File: src/rtl/led_cal_ctrl.sv
// LED front-end calibration: per-channel DC SAR, PGA gain search, then LED time-multiplexing.
// Optional build macro RUN_AVG_EN: RUN capture is the dwell mean instead of the last sample.
module led_cal_ctrl #(
   parameter int NCH     = 2,
   parameter int ADC_W   = 8,
   parameter int DC_W    = 7,
   parameter int PGA_W   = 4,
   parameter int WIN_LEN = 1000,
   parameter int SETTLE  = 4,
   parameter int DWELL   = 8,
   parameter int MID_LO  = 120,
   parameter int MID_HI  = 135,
   parameter int CLIP_LO = 10,
   parameter int CLIP_HI = 245
) (
   input  logic                 CLK,
   input  logic                 rst_n,
   input  logic                 start,
   input  logic [ADC_W-1:0]     adc_data,
   input  logic                 adc_valid,
   output logic [NCH-1:0]       led_en,
   output logic [DC_W-1:0]      dc_comp,
   output logic [PGA_W-1:0]     pga_gain,
   output logic                 busy,
   output logic                 cal_done,
   output logic [NCH*ADC_W-1:0] ch_value,
   output logic                 value_valid,
   output logic [2:0]           value_ch
);
   localparam int CH_W  = (NCH > 1) ? $clog2(NCH) : 1;
   localparam int BIT_W = (DC_W > 1) ? $clog2(DC_W) : 1;
   localparam int M1    = (WIN_LEN > SETTLE) ? WIN_LEN : SETTLE;
   localparam int M2    = (M1 > DWELL) ? M1 : DWELL;
   localparam int CNT_W = (M2 > 1) ? $clog2(M2) : 1;
   localparam logic [DC_W-1:0] DC_MSB = {1'b1, {(DC_W-1){1'b0}}};

   typedef enum logic [2:0] {
      IDLE, SETTLE_W, DC_SRCH, PGA_SRCH, NEXT_CH, RUN
   } state_t;

   state_t            state_q, state_d;
   state_t            pend_q, pend_d;
   logic [CH_W-1:0]   ch_q, ch_d;
   logic [DC_W-1:0]   dc_q, dc_d;
   logic [PGA_W-1:0]  gain_q, gain_d;
   logic [BIT_W-1:0]  bit_q, bit_d;
   logic [CNT_W-1:0]  cnt_q, cnt_d;
   logic [ADC_W-1:0]  min_q, min_d;
   logic [ADC_W-1:0]  max_q, max_d;
   logic              vv_q, vv_d;
   logic [2:0]        vch_q, vch_d;
   logic [NCH*ADC_W-1:0] val_q;
   logic [DC_W-1:0]   dc_tab_q [NCH];
   logic [PGA_W-1:0]  gain_tab_q [NCH];

   logic              dc_we, gain_we, cap_we;
   logic [PGA_W-1:0]  gain_wv;
   logic [ADC_W-1:0]  cap_v;
   logic [ADC_W-1:0]  win_min, win_max;
   logic [ADC_W:0]    mid;
   logic              in_band, below, clip, win_end, dwell_end;

   // window statistics include the sample arriving this cycle
   assign win_min   = (adc_data < min_q) ? adc_data : min_q;
   assign win_max   = (adc_data > max_q) ? adc_data : max_q;
   assign mid       = ({1'b0, win_max} + {1'b0, win_min}) >> 1;
   assign below     = mid < (ADC_W+1)'(MID_LO);
   assign in_band   = !below && (mid <= (ADC_W+1)'(MID_HI));
   assign clip      = (win_min <= ADC_W'(CLIP_LO)) ||
                      (win_max >= ADC_W'(CLIP_HI));
   assign win_end   = cnt_q == CNT_W'(WIN_LEN-1);
   assign dwell_end = cnt_q == CNT_W'(DWELL-1);

`ifdef RUN_AVG_EN
   localparam int DW_LOG = (DWELL > 1) ? $clog2(DWELL) : 0;
   localparam int SUM_W  = ADC_W + DW_LOG;
   logic [SUM_W-1:0] sum_q, sum_d, sum_in;

   assign sum_in = sum_q + SUM_W'(adc_data);
   assign cap_v  = sum_in[DW_LOG +: ADC_W];

   always_comb begin
      sum_d = sum_q;
      if (start || state_q != RUN) begin
         sum_d = '0;
      end else if (adc_valid) begin
         sum_d = dwell_end ? '0 : sum_in;
      end
   end

   always_ff @(posedge CLK or negedge rst_n) begin
      if (!rst_n) begin
         sum_q <= '0;
      end else begin
         sum_q <= sum_d;
      end
   end
`else
   assign cap_v = adc_data;
`endif

   always_comb begin
      state_d = state_q;
      pend_d  = pend_q;
      ch_d    = ch_q;
      dc_d    = dc_q;
      gain_d  = gain_q;
      bit_d   = bit_q;
      cnt_d   = cnt_q;
      min_d   = min_q;
      max_d   = max_q;
      vv_d    = 1'b0;
      vch_d   = vch_q;
      dc_we   = 1'b0;
      gain_we = 1'b0;
      gain_wv = gain_q;
      cap_we  = 1'b0;
      if (start) begin
         state_d = SETTLE_W;
         pend_d  = DC_SRCH;
         ch_d    = '0;
         dc_d    = DC_MSB;
         gain_d  = '0;
         bit_d   = BIT_W'(DC_W-1);
         cnt_d   = '0;
         min_d   = '1;
         max_d   = '0;
      end else begin
         unique case (state_q)
            SETTLE_W: begin
               if (adc_valid) begin
                  if (cnt_q == CNT_W'(SETTLE-1)) begin
                     state_d = pend_q;
                     cnt_d   = '0;
                  end else begin
                     cnt_d = cnt_q + 1'b1;
                  end
               end
            end
            DC_SRCH: begin
               if (adc_valid) begin
                  min_d = win_min;
                  max_d = win_max;
                  cnt_d = cnt_q + 1'b1;
                  if (win_end) begin
                     cnt_d   = '0;
                     min_d   = '1;
                     max_d   = '0;
                     state_d = SETTLE_W;
                     if (below) begin
                        dc_d[bit_q] = 1'b0;
                     end
                     if (in_band || bit_q == '0) begin
                        dc_we  = 1'b1;
                        gain_d = '0;
                        pend_d = PGA_SRCH;
                     end else begin
                        dc_d[bit_q - 1'b1] = 1'b1;
                        bit_d = bit_q - 1'b1;
                     end
                  end
               end
            end
            PGA_SRCH: begin
               if (adc_valid) begin
                  min_d = win_min;
                  max_d = win_max;
                  cnt_d = cnt_q + 1'b1;
                  if (win_end) begin
                     cnt_d = '0;
                     min_d = '1;
                     max_d = '0;
                     if (!clip && gain_q != '1) begin
                        gain_d  = gain_q + 1'b1;
                        state_d = SETTLE_W;
                     end else begin
                        gain_we = 1'b1;
                        state_d = NEXT_CH;
                        if (clip) begin
                           gain_wv = (gain_q == '0) ? '0 : gain_q - 1'b1;
                        end
                     end
                  end
               end
            end
            NEXT_CH: begin
               cnt_d = '0;
               if (ch_q != CH_W'(NCH-1)) begin
                  ch_d    = ch_q + 1'b1;
                  dc_d    = DC_MSB;
                  gain_d  = '0;
                  bit_d   = BIT_W'(DC_W-1);
                  pend_d  = DC_SRCH;
                  state_d = SETTLE_W;
               end else begin
                  ch_d    = '0;
                  state_d = RUN;
               end
            end
            RUN: begin
               if (adc_valid) begin
                  if (dwell_end) begin
                     cnt_d  = '0;
                     cap_we = 1'b1;
                     vv_d   = 1'b1;
                     vch_d  = 3'(ch_q);
                     ch_d   = (ch_q == CH_W'(NCH-1)) ? '0 : ch_q + 1'b1;
                  end else begin
                     cnt_d = cnt_q + 1'b1;
                  end
               end
            end
            default: ;
         endcase
      end
   end

   always_ff @(posedge CLK or negedge rst_n) begin
      if (!rst_n) begin
         state_q <= IDLE;
         pend_q  <= DC_SRCH;
         ch_q    <= '0;
         dc_q    <= '0;
         gain_q  <= '0;
         bit_q   <= '0;
         cnt_q   <= '0;
         min_q   <= '1;
         max_q   <= '0;
         vv_q    <= 1'b0;
         vch_q   <= '0;
         val_q   <= '0;
         for (int k = 0; k < NCH; k++) begin
            dc_tab_q[k]   <= '0;
            gain_tab_q[k] <= '0;
         end
      end else begin
         state_q <= state_d;
         pend_q  <= pend_d;
         ch_q    <= ch_d;
         dc_q    <= dc_d;
         gain_q  <= gain_d;
         bit_q   <= bit_d;
         cnt_q   <= cnt_d;
         min_q   <= min_d;
         max_q   <= max_d;
         vv_q    <= vv_d;
         vch_q   <= vch_d;
         if (dc_we) begin
            dc_tab_q[ch_q] <= dc_d;
         end
         if (gain_we) begin
            gain_tab_q[ch_q] <= gain_wv;
         end
         if (cap_we) begin
            val_q[ch_q*ADC_W +: ADC_W] <= cap_v;
         end
      end
   end

   // RUN drives the AFE from the tables so settings follow the LED without delay
   always_comb begin
      led_en = '0;
      if (state_q != IDLE) begin
         led_en[ch_q] = 1'b1;
      end
   end

   assign dc_comp     = (state_q == RUN) ? dc_tab_q[ch_q] : dc_q;
   assign pga_gain    = (state_q == RUN) ? gain_tab_q[ch_q] : gain_q;
   assign busy        = state_q inside {SETTLE_W, DC_SRCH, PGA_SRCH, NEXT_CH};
   assign cal_done    = state_q == RUN;
   assign ch_value    = val_q;
   assign value_valid = vv_q;
   assign value_ch    = vch_q;

endmodule
File: config.mk
export PLATFORM = sky130hd
export DESIGN_NAME = led_cal_ctrl
export DESIGN_NICKNAME = d
export VERILOG_FILES = /design/src/rtl/led_cal_ctrl.sv
export SDC_FILE = /design/constraint.sdc
export NUM_CORES = 1
export LEC_CHECK = 0
export CAP_MARGIN = 0
export CORE_ASPECT_RATIO = 1.1
export CORE_UTILIZATION = 45
export DETAILED_ROUTE_END_ITERATION = 10
export DONT_BUFFER_PORTS = 1
export PLACE_DENSITY = 0.66
export SKIP_CTS_REPAIR_TIMING = 1
export SLEW_MARGIN = 20
export SYNTH_ARGS = -nofsm -noshare
export SYNTH_HDL_FRONTEND = slang
export SYNTH_SLANG_ARGS = --single-unit
export TNS_END_PERCENT = 1
File: constraint.sdc
create_clock -name CLK -period 4.38 [get_ports CLK]
set_input_delay 0.876 -clock CLK [delete_from_list [all_inputs] [get_ports CLK]]
set_output_delay 0.876 -clock CLK [all_outputs]
set_load 0.01 [all_outputs]
==> reports/results.ini, run 1 <==
[logic_synthesis]
netlist_top_cells_area=dfrtp_1 (34%), mux2_2 (6.9%), ha_1 (6.2%)
yosys_warnings=0
yosysMostFrequentCell=dfrtp_1
synth_edf_count=0
syn_area_mm2=0.005674
synth_common_cells=dfrtp_1 (77), nand2_1 (74), o21ai_0 (62)
synth_top_area_frac=0.3396
yosys.area.top_type=dfrtp_1
synth_top_flop_cell=dfrtp_1
synthCells=629
ys_seq_area_frac=0.3766
ys_types=73
synthArstFlopShare=1.000
avgSynthCellArea_um2=9.021
synth-seq-cells=85

[timing]
finalMaxSlewViolations=0
fin_skew_ps=5.592
setup_viol=0
rsz0062_at_grt=yes
tightestPinTransition_ps=743.1
finalCritPeriodShare=0.9821
min_period_ps=4302
hold_violations=0
fmax_mhz=232.5
relSlewSlack=0.5028

[clock_tree]
clk_pin_slew_ps=60
cts.sinks=85
htree_levels=3
cts_tree=yes
clk_path_buf_depth=2
cts_buffers=9
worst_skew_pair.late_latency_ps=340
cts-root-buf=clkbuf_16

[floorplanning]
row_count=42
coreArea_mm2=0.01214
boundaryPins=47
die_y_um=119.8
dieArea_mm2=0.01306
start_util=0.4674
die_x_um=109.1

[pwr]
p_per_area_mw_per_mm2=430.9
power_uw=2934
peakVddDrop_mv=0.2894
cellLeakagePower_uw=0.002980

[global_routing]
overflow=0
met1_usage=0.2958
grt_antenna_before_repair=0
grt_first_pass_wirelength_mm=23.30
grt_util_met3=0.04291
grt_pass1_vias=4727
top_usage_layer=met2
grtUsageMet2=0.3805
grt_max_degree=86
track_usage=0.2294

[detailed_routing]
post_drt_wl_per_cell_um=17.88
drtIter0Drc=291
remaining_drc_errors=0
viasPerCell=5.868
num_vias=4835
drtPass1Iterations=7
wl_mm=14.73
route.antenna.remaining_nets=0

[setup_path]
required_ps=4610
crit_path_start_kind=input port
reg2reg_setup_slack_ps=90
r2r_cells=17
worstSetupPathType=in2reg
crit_path_end_kind=flop
cp.arrival_ps=4530
crit_fanout=7

[finish]
fin_util=0.5610
drive_gt1_frac=0.2642
num_antenna_cells=0
regArea_mm2=0.002137
filler_cell_count=1051
multi_input_area_mm2=0.003616
fin_nets=706
area_growth_pct=20.02

[flow_run]
maxCapViolCount=0

[min_path]
worst_hold_path_type=in2async

[run_status]
status=finished clean

[placement]
portBuffers=0
gp_congestion=0.8928
place_hpwl_mm=10.47

## registers in the layout, indices dropped and copies added (netlist names)
name,flops
pend_q,1
dc_tab_q,14
value_valid,1
state_q,3
ch_value,16
min_q,8
gain_tab_q,8
dc_q,7
max_q,8
gain_q,4
cnt_q,10
bit_q,3
value_ch,1
ch_q,1
## per-layer routing
metal  vias up  routed length [um]
met5         -                   0
li1       2341                   -
met1      2360                6406
met3        21                 634
met2       113                7445
met4         0                 243
## final cells by class
class / instances / area share
Multi-Input combinational cell: 480 / 0.5310
Sequential cell: 85 / 0.3138
Timing Repair Buffer: 55 / 0.06504
Clock buffer: 12 / 0.03619
Tap cell: 154 / 0.02829
Inverter: 34 / 0.01874
Clock inverter: 4 / 0.006981
## critical path, cell delays in order
cell,delay (ps)
ha_1,290
nand4_1,260
o21ai_2,400
nand2_4,130
nand2_1,110
o21ai_2,70
ha_1,300
o2111a_1,160
a311oi_4,340
buf_4,180
a22oi_2,80
buf_4,160
o41ai_4,350
buf_4,210
o2111ai_4,120
buf_12,190
mux2_4,290
## logic make-up (layout without fill, tap and decap cells)
| family | Yosys count | count (layout) | synth area share |
|---|---|---|---|
| AO/OA/AOI/OAI | 164 | 164 | 0.2026 |
| XOR/XNOR | 5 | 5 | 0.007719 |
| adder cells (fa/ha/maj) | 29 | 29 | 0.06527 |
| buffers and inverters | 66 | 105 | 0.04653 |
| flip-flops | 85 | 85 | 0.3766 |
| multiplexers | 58 | 58 | 0.1116 |
| other | 1 | 2 | 0.0006609 |
| AND/OR/NAND/NOR | 221 | 222 | 0.1890 |
## final timing paths
path,start,endpoint
max in group asynchronous,rst_n,min_q[6]
hold / removal,rst_n,ch_value[10]
setup / recovery,adc_data[7],dc_tab_q[2]
setup reg to reg,min_q[3],dc_tab_q[2]
hold reg to reg,min_q[3],min_q[3]
min in group CLK,min_q[3],min_q[3]
## report_power, final
part	total (uW)	internal [uW]	switching (uW)
combinational	1170	527	644
sequential	995	881	113
clock	769	456	313
total	2930	1860	1070
## metrics by stage
stage               area, um^2  cells  setup TNS [ps]  hold slack [ps]  worst slack (ps)
floorplan                 5787    630          -593.5            463.5            -69.20
global placement          6161    798           -3899            474.3            -242.8
detailed placement        6161    798           -7415            481.2            -387.9
CTS                       6455    814          -775.5            210.0            -122.6
global route              6810    824          -646.0            203.1            -73.06
finish                    6810    824               0            219.6             78.29
## layout by cell type (no fill, tap or decap), types with 4 or more instances in the layout
| master | Yosys | routed |
|---|---|---|
| o21ai_2 | 0 | 4 |
| nand3_1 | 9 | 7 |
| nor4_1 | 6 | 5 |
| and2_1 | 4 | 4 |
| dfrtp_1 | 77 | 77 |
| dfstp_2 | 8 | 8 |
| o21a_1 | 6 | 6 |
| o31ai_1 | 4 | 4 |
| nand2b_1 | 8 | 8 |
| ha_1 | 28 | 18 |
| and3_1 | 6 | 6 |
| clkbuf_16 | 0 | 9 |
| mux2_2 | 35 | 27 |
| nor3_1 | 19 | 16 |
| mux2_4 | 0 | 13 |
| nor3_2 | 1 | 4 |
| nor2_1 | 47 | 44 |
| inv_1 | 34 | 32 |
| buf_4 | 4 | 50 |
| o22ai_1 | 5 | 5 |
| o21ai_0 | 62 | 49 |
| o21ai_1 | 4 | 13 |
| or2_2 | 7 | 7 |
| ha_4 | 0 | 9 |
| nor2b_1 | 13 | 12 |
| a21oi_1 | 31 | 27 |
| nand4_1 | 16 | 16 |
| mux2i_1 | 16 | 16 |
| nand2_1 | 74 | 73 |
No activity file was read; power rests on OpenSTA's default activity.
==> run 2: changes to the inputs <==
- CELL_PAD_IN_SITES_DETAIL_PLACEMENT: unset -> 1
- CELL_PAD_IN_SITES_GLOBAL_PLACEMENT: unset -> 1
- PLACE_DENSITY: 0.66 -> 0.81
==> reports/results.ini, run 2 (synthesis gave the netlist of run 1 again) <==
[floorplanning]
start_util=0.4674  ; unchanged
coreArea_mm2=0.01214  ; unchanged
row_count=42  ; unchanged
die_y_um=119.8  ; unchanged
boundaryPins=47  ; unchanged
dieArea_mm2=0.01306  ; unchanged
die_x_um=109.1  ; unchanged

[timing]
hold_ws_ps=206.4  ; was 219.6 ps
finalCritPeriodShare=1.046  ; was 0.9821
setup_viol=25  ; was 0
hold_violations=0  ; unchanged
final.setup.tns_ps=-2918  ; was 0 ps
relSlewSlack=0.4800  ; was 0.5028
fin_skew_ps=8.749  ; was 5.592 ps
min_period_ps=4582  ; was 4302 ps
tightestPinTransition_ps=777.2  ; was 743.1 ps
rsz0062_at_grt=yes  ; unchanged
setup_ws_ps=-202.4  ; was 78.29 ps
fmax_mhz=218.2  ; was 232.5 MHz
finalMaxSlewViolations=0  ; unchanged

[detailed_routing]
remaining_drc_errors=0  ; unchanged
viasPerCell=6.155  ; was 5.868
wl_mm=18.46  ; was 14.73 mm
route.antenna.remaining_nets=0  ; unchanged
num_vias=5109  ; was 4835
drtIter0Drc=314  ; was 291
post_drt_wl_per_cell_um=22.24  ; was 17.88 um
drtPass1Iterations=4  ; was 7

[clock_tree]
cts_buffers=9  ; unchanged
cts_tree=yes  ; unchanged
cts-root-buf=clkbuf_16  ; unchanged
clk_path_buf_depth=2  ; unchanged
worst_skew_pair.late_latency_ps=360  ; was 340 ps
cts.sinks=85  ; unchanged
clk_pin_slew_ps=70  ; was 60 ps
htree_levels=3  ; unchanged

[finish]
num_antenna_cells=0  ; unchanged
drive_gt1_frac=0.2559  ; was 0.2642
fin_nets=713  ; was 706
largest_register_ff_count=16  ; unchanged
mostFrequentLayoutCells=dfrtp_1 (77), nand2_1 (73), buf_4 (62)  ; was dfrtp_1 (77), nand2_1 (73), buf_4 (50)
area_growth_pct=19.40  ; was 20.02%
final_common_cell=dfrtp_1  ; unchanged
final_cell_count_no_fill=830  ; was 824
filler_cell_count=1366  ; was 1051

[setup_path]
reg2reg_setup_slack_ps=-200  ; was 90 ps
worstSetupPathType=reg2reg  ; was in2reg
cp.arrival_ps=4830  ; was 4530 ps
crit_fanout=8  ; was 7
worstSetupStartpoint=min_q[5]  ; was adc_data[7]
r2r_cells=20  ; was 17
crit_path_start_kind=flop  ; was input port
path_delay_family=compound AO/OA/AOI/OAI gates  ; unchanged
worst-path-buf-inv=4  ; unchanged
worstReg2RegStart=min_q[5]  ; was min_q[3]
crit_path_end_kind=flop  ; unchanged
cpPeakStageDelay_ps=660  ; was 400 ps
required_ps=4620  ; was 4610 ps
cp-endpoint=dc_tab_q[7]  ; was dc_tab_q[2]
crit_slowest_cell=o41ai_4  ; was o21ai_2
reg2reg_to=dc_tab_q[7]  ; was dc_tab_q[2]
path_cells=inv_1 > ha_4 > a21oi_1 > o21a_1 > o31a_1 > buf_4 > mux2_4 > ha_4 > a21oi_4 > nor2b_4 > o21ai_0 > nand2b_1 > nor2_1 > o21ai_1 > nand4_4 > o41ai_4 > buf_6 > buf_4 > nand3_2 > mux2_4  ; was ha_1 > nand4_1 > o21ai_2 > nand2_4 > nand2_1 > o21ai_2 > ha_1 > o2111a_1 > a311oi_4 > buf_4 > a22oi_2 > buf_4 > o41ai_4 > buf_4 > o2111ai_4 > buf_12 > mux2_4
worst-path-stages=20  ; was 17

[run_status]
violations=negative setup slack
status=finished, violations left  ; was finished clean

[pwr]
peakVddDrop_mv=0.2788  ; was 0.2894 mV
power_uw=3055  ; was 2934 uW
p_per_area_mw_per_mm2=450.8  ; was 430.9 mW/mm^2
cellLeakagePower_uw=0.002954  ; was 0.002980 uW

[global_routing]
overflow=0  ; unchanged
grt_pass1_vias=5410  ; was 4727
grt_max_degree=86  ; unchanged
grt_antenna_before_repair=0  ; unchanged
grt_first_pass_wirelength_mm=27.88  ; was 23.30 mm
track_usage=0.2772  ; was 0.2294

[placement]
gp_congestion=0.9015  ; was 0.8928
place_hpwl_mm=12.34  ; was 10.47 mm
place_inst=806  ; was 798
portBuffers=0  ; unchanged

[flow_run]
maxCapViolCount=0  ; unchanged

[min_path]
worst_hold_path_type=in2async  ; unchanged

==> run 2: worst min-delay path by stage <==
stage | from | to | slack (ps)
detailed placement | dc_tab_q[0] | dc_tab_q[0] | 480
floorplan | dc_tab_q[11] | dc_tab_q[11] | 460
global placement | dc_tab_q[11] | dc_tab_q[11] | 470
finish | rst_n | max_q[3] | 210
global route | rst_n | ch_value[11] | 190
CTS | rst_n | ch_value[8] | 200
==> run 2: metrics by stage <==
step	worst slack, ps	area (um^2)	utilization
final	-202.4	6775	0.5581
after global routing	-324.7	6775	0.5581
after CTS	-208.3	6528	0.5377
after detailed placement	-473.4	6221	0.5125
after global placement	-261.5	6221	0.5125
after floorplan	-69.20	5787	-
==> run 2: area by class of cell <==
class	instances	area, um^2	share of cell area
Clock buffer	10	229.0	0.03380
Clock inverter	5	77.57	0.01145
Sequential cell	85	2137	0.3154
Tap cell	154	192.7	0.02844
Timing Repair Buffer	63	476.7	0.07036
Multi-Input combinational cell	479	3535	0.5217
Inverter	34	127.6	0.01884
==> run 2: layer usage <==
layer	global-route usage	vias to the layer above	share of wire
li1	-	2340	-
met2	0.4764	112	0.52
met1	0.3429	2618	0.43
met3	0.04020	39	0.029
met4	0.1149	0	0.026
met5	0	-	0
==> run 2: worst reg2reg max path, stage by stage, from the launching register on <==
cell	delay [ps]
dfstp_2	550
inv_1	100
ha_4	230
a21oi_1	150
o21a_1	210
o31a_1	290
buf_4	170
mux2_4	320
ha_4	300
a21oi_4	60
nor2b_4	120
o21ai_0	90
nand2b_1	130
nor2_1	80
o21ai_1	150
nand4_4	150
o41ai_4	660
buf_6	220
buf_4	110
nand3_2	60
mux2_4	300
==> run 2: power by group <==
part	switching, uW	internal [uW]
clock network	335	495
logic	709	521
registers	113	881
total	1160	1900
